**config.mk**
```make
export PLATFORM = sky130hd
export DESIGN_NAME = univ_register
export DESIGN_NICKNAME = d
export VERILOG_FILES = /design/src/rtl/univ_register.sv
export SDC_FILE = /design/constraint.sdc
export NUM_CORES = 1
export LEC_CHECK = 0
export ABC_CLOCK_PERIOD_IN_PS = 2300
export CAP_MARGIN = 20
export CORE_ASPECT_RATIO = 0.6
export CORE_MARGIN = 8
export CORE_UTILIZATION = 45
export CTS_BUF_LIST = sky130_fd_sc_hd__clkbuf_16
export DETAILED_ROUTE_END_ITERATION = 7
export PLACE_DENSITY = 0.85
export SLEW_MARGIN = 40
export SYNTH_ARGS = -nofsm -noshare
export SYNTH_HDL_FRONTEND = slang
export SYNTH_SLANG_ARGS = --single-unit
```
**constraint.sdc**
```tcl
create_clock -name clock -period 2.3 [get_ports clock]
set_input_delay 0.46 -clock clock [delete_from_list [all_inputs] [get_ports clock]]
set_output_delay 0.46 -clock clock [all_outputs]
set_load 0.03 [all_outputs]
```
**src/rtl/univ_register.sv**
```systemverilog
// Universal register: parallel load, left/right shift, modulo-M counter and
// a divide-by-2(M+1) output driven from the counter's terminal count.
module univ_register #(
    parameter int                 WIDTH      = 8,
    parameter logic [WIDTH-1:0]   PRESET_VAL = {WIDTH{1'b1}}
) (
    input  logic             clock,
    input  logic             rst,
    input  logic             pre,
    input  logic             en,
    input  logic [1:0]       mode,
    input  logic [WIDTH-1:0] d,
    input  logic             sin,
    input  logic [WIDTH-1:0] modulus,
    output logic [WIDTH-1:0] q,
    output logic             sout,
    output logic             tc,
    output logic             div_out
);

    typedef enum logic [1:0] {
        MODE_LOAD  = 2'b00,
        MODE_SHL   = 2'b01,
        MODE_SHR   = 2'b10,
        MODE_COUNT = 2'b11
    } mode_e;

    localparam logic [WIDTH-1:0] ZERO_C = {WIDTH{1'b0}};
    localparam logic [WIDTH-1:0] ONE_C  = {{(WIDTH-1){1'b0}}, 1'b1};

    logic [WIDTH-1:0] q_q;
    logic [WIDTH-1:0] q_d;
    logic             div_q;
    logic             div_d;
    logic             at_term_s;
    logic             tc_s;
    logic             sout_s;
    mode_e            mode_s;

    assign mode_s    = mode_e'(mode);
    // ">=" rather than "==" so a value already past the modulus wraps at once
    assign at_term_s = (q_q >= modulus);
    assign tc_s      = en & ~rst & ~pre & (mode_s == MODE_COUNT) & at_term_s;

    // Serial output tap, selected purely by mode
    always_comb begin
        sout_s = 1'b0;
        case (mode_s)
            MODE_SHL: sout_s = q_q[WIDTH-1];
            MODE_SHR: sout_s = q_q[0];
            default:  sout_s = 1'b0;
        endcase
    end

    // Next-state selection: preset, then enabled operation, else hold
    always_comb begin
        q_d   = q_q;
        div_d = div_q;
        if (pre) begin
            q_d   = PRESET_VAL;
            div_d = 1'b1;
        end else if (en) begin
            case (mode_s)
                MODE_LOAD:  q_d = d;
                MODE_SHL:   q_d = {q_q[WIDTH-2:0], sin};
                MODE_SHR:   q_d = {sin, q_q[WIDTH-1:1]};
                MODE_COUNT: q_d = at_term_s ? ZERO_C : (q_q + ONE_C);
                default:    q_d = q_q;
            endcase
            div_d = div_q ^ tc_s;
        end else begin
            q_d   = q_q;
            div_d = div_q;
        end
    end

    // State registers with synchronous reset
    always_ff @(posedge clock) begin
        if (rst) begin
            q_q   <= ZERO_C;
            div_q <= 1'b0;
        end else begin
            q_q   <= q_d;
            div_q <= div_d;
        end
    end

    assign q       = q_q;
    assign div_out = div_q;
    assign tc      = tc_s;
    assign sout    = sout_s;

endmodule

```
==> results.sh <==
export IMPL_status="finished with violations"
export IMPL_violations="setup timing"
export IMPL_root_buffer="clkbuf_16"
export IMPL_rsz0062_at_grt="true"
export IMPL_vdd_drop_max_uv=532
export IMPL_clockBufferDepth=2
export IMPL_drt_iter0_markers=117
export IMPL_rows=13
export IMPL_cts_tree="done"
export IMPL_synth_area_top_cells="dfxtp_1 (18%), ha_1 (16%), a221oi_2 (12%), a221oi_1 (6.9%), nand3b_1 (5.2%)"
export IMPL_vias=1135
export IMPL_timing_final_crit_period_ps=2330
export IMPL_dieArea_um2=4100
export IMPL_worst_slew_pin_slew_ps=413
export IMPL_crit_required_ps=1840
export IMPL_ys_seq_area_frac=0.177
export IMPL_crit_family="compound AO/OA/AOI/OAI gates"
export IMPL_avgSynthCellArea_um2=9.10
export IMPL_cts_sinks=9
export IMPL_fin_ws_ps=-31.9
export IMPL_antenna_found_initial=0
export IMPL_coreArea_um2=2150
export IMPL_netlist_area_um2=1020
export IMPL_ios=34
export IMPL_ant_nets=0
export IMPL_syn_nets=148
export IMPL_gp_congestion=0.846
export IMPL_avgViaCountPerCell=5.79
export IMPL_netlist_cell_type_count=32
export IMPL_combPwrFrac=0.418
export IMPL_timing_fmax_mhz=429
export IMPL_start_util=0.475
export IMPL_cap_violations=0
export IMPL_path_class="flop to output port"
export IMPL_grt_usage=0.176
export IMPL_grt_pass1_wl_mm=5.74
export IMPL_power_switching_uw=279
export IMPL_grt_max_degree=13
export IMPL_wire_per_inst_um=18.1
export IMPL_cp_max_fo=2
export IMPL_cts_made_buffers=3
export IMPL_cp_cell_sequence="ha_4, o21ai_2, a211o_4, o21ai_4, nand2_2, nor4b_4, buf_6"
export IMPL_max_stage_delay_ps=350
export IMPL_worst_path_max_delay_cell="dfxtp_4"
export IMPL_port_buffers=33
export IMPL_grt_overflow=0
export IMPL_htreeDepth=1
export IMPL_area_growth_pct=66.6
export IMPL_die_x_um=77.5
export IMPL_place_ws_ps=-541
export IMPL_internal_power_uw=584
export IMPL_min_period_over_period=1.01
export IMPL_p_seq_frac=0.220
export IMPL_dr_pass1_iters=4
export IMPL_slew_headroom=0.725
export IMPL_hpwl_mm=2.53
export IMPL_fp_dieH_um=52.9
export IMPL_cp_arrival_ps=1870
export IMPL_drive_gt1_frac=0.458
export IMPL_cp_buffers_inverters=1
export IMPL_finClkSkew_ps=2.10
export IMPL_yosysTopAreaCell="dfxtp_1"
export IMPL_synth_top_area_frac=0.177
export IMPL_power_density_nw_per_um2=507
export IMPL_totalWireLength_mm=3.54
export IMPL_hold_viol=0
export IMPL_finalNetCount=203
export IMPL_first_global_vias=1196
export IMPL_clockPowerShare=0.362
export IMPL_switching_share=0.323
export IMPL_diodes=0
export IMPL_worstHoldPathType="flop to flop"
export IMPL_whs_ps=537
export IMPL_drv_slew=0
export IMPL_yosysWarnings=0
export IMPL_clk_latency_ps=240
export IMPL_crit_path_start_kind="flop"
export IMPL_endpoint_kind="output port"
export IMPL_netlist_instances=112
export IMPL_synth_seq_cells=9
export IMPL_finalSetupViolCount=1
export IMPL_leakagePower_nw=0.692
export IMPL_drc=0
export IMPL_clk_pin_slew_ps=40
## cell type report
type,count,area (µm²)
clock inverters,1,3.75
flip-flops and latches,9,195
inverters,12,45.0
repair buffers,56,470
fillers,140,448
multi-input cells,85,872
well taps,30,37.5
clock buffers,3,75.1
## state kept, by name (all words and copies together) (netlist names)
signal and cells:
q 8, div_out 1
## worst reg2reg max path: stages (launching register included)
cell	delay (ps)
dfxtp_2	320
inv_2	40
ha_1	280
nand2b_4	150
a2111oi_4	420
buf_4	180
buf_4	100
o211a_4	220
nand2_1	80
a221oi_2	280
## layer usage
layer  share of wire  routed length, µm  track usage  up-vias
met5               0                  0            0        -
met4           0.019                 66       0.0621        0
met3           0.078                276       0.0642       11
met2            0.47               1680        0.300       60
met1            0.43               1520        0.202      532
li1                -                  -            -      532
## metrics by stage
stage	area [µm²]	power, mW	utilization	TNS (ps)	instances
5_1_grt	1700	0.901	0.791	-84.8	196
2_1_floorplan	1070	0.366	-	0	112
3_3_place_gp	1530	0.492	0.713	-2150	189
4_1_cts	1700	0.861	0.791	-39.6	196
3_5_place_dp	1530	0.503	0.713	-2590	189
6_report	1700	0.862	0.791	-31.9	196
## placed cells by master, fill, tap and decap left out, types with 3 or more instances in the layout
| master | n |
|---|---|
| inv_2 | 8 |
| ha_4 | 7 |
| nand2_1 | 10 |
| buf_2 | 6 |
| dfxtp_2 | 6 |
| ha_1 | 6 |
| a221oi_1 | 8 |
| o21ai_0 | 7 |
| clkbuf_16 | 3 |
| xnor2_1 | 4 |
| clkdlybuf4s50_1 | 23 |
| a221oi_2 | 8 |
| buf_4 | 24 |
| nand3b_1 | 7 |
| nand3_1 | 4 |
| inv_1 | 4 |
## path summary, 6_finish.rpt
check	startpoint	endpoint	slack (ps)	cells past startpoint
min	q[0]$_SDFFE_PP0P_	q[0]$_SDFFE_PP0P_	540	3
max	q[3]$_SDFFE_PP0P_	tc	-30	7
min reg2reg	q[0]$_SDFFE_PP0P_	q[0]$_SDFFE_PP0P_	540	3
max reg2reg	q[0]$_SDFFE_PP0P_	q[7]$_SDFFE_PP0P_	120	9
## logic make-up (layout without fill, tap and decap cells)
logic type | after synthesis | count (layout) | share of synthesized area
xor gates and xnor gates | 6 | 6 | 0.0515
DFF | 9 | 9 | 0.177
adders and majority gates | 13 | 13 | 0.160
AOI/OAI and AO/OA | 34 | 34 | 0.328
buffers and inverters | 18 | 72 | 0.0994
and+or+nand+nor | 32 | 32 | 0.185
## cell usage after synthesis (all sizes together)
master          n
a221oi         16
ha             13
nand2          13
inv            11
dfxtp           9
o21ai           9
nand3b          8
clkbuf          4
nand3           4
xnor2           4
a21oi           2
and3            2
xor2            2
a2111oi         1
a211o           1
a22oi           1
a311oi          1
buf             1
clkdlybuf4s15   1
clkinv          1
nand2b          1
nor2b           1
nor3            1
nor4b           1
nor4bb          1
o211a           1
o21a            1
o22ai           1
## power groups by stage
stage               Sequential, mW  Clock, mW  Combinational, mW
detailed placement           0.191          0              0.312
finish                       0.190      0.312              0.361
global placement             0.190          0              0.302
floorplan                    0.226          0              0.140
global route                 0.192      0.325              0.384
CTS                          0.189      0.316              0.356
## timing repair
item                       4_1_cts  5_1_grt
hold buffers                     0        0
buffers inserted                 3        0
setup endpoints to repair        3        1
pin swaps                       11        0
resized for setup               37        2
Note: power is estimated with default switching activity, not from simulation.
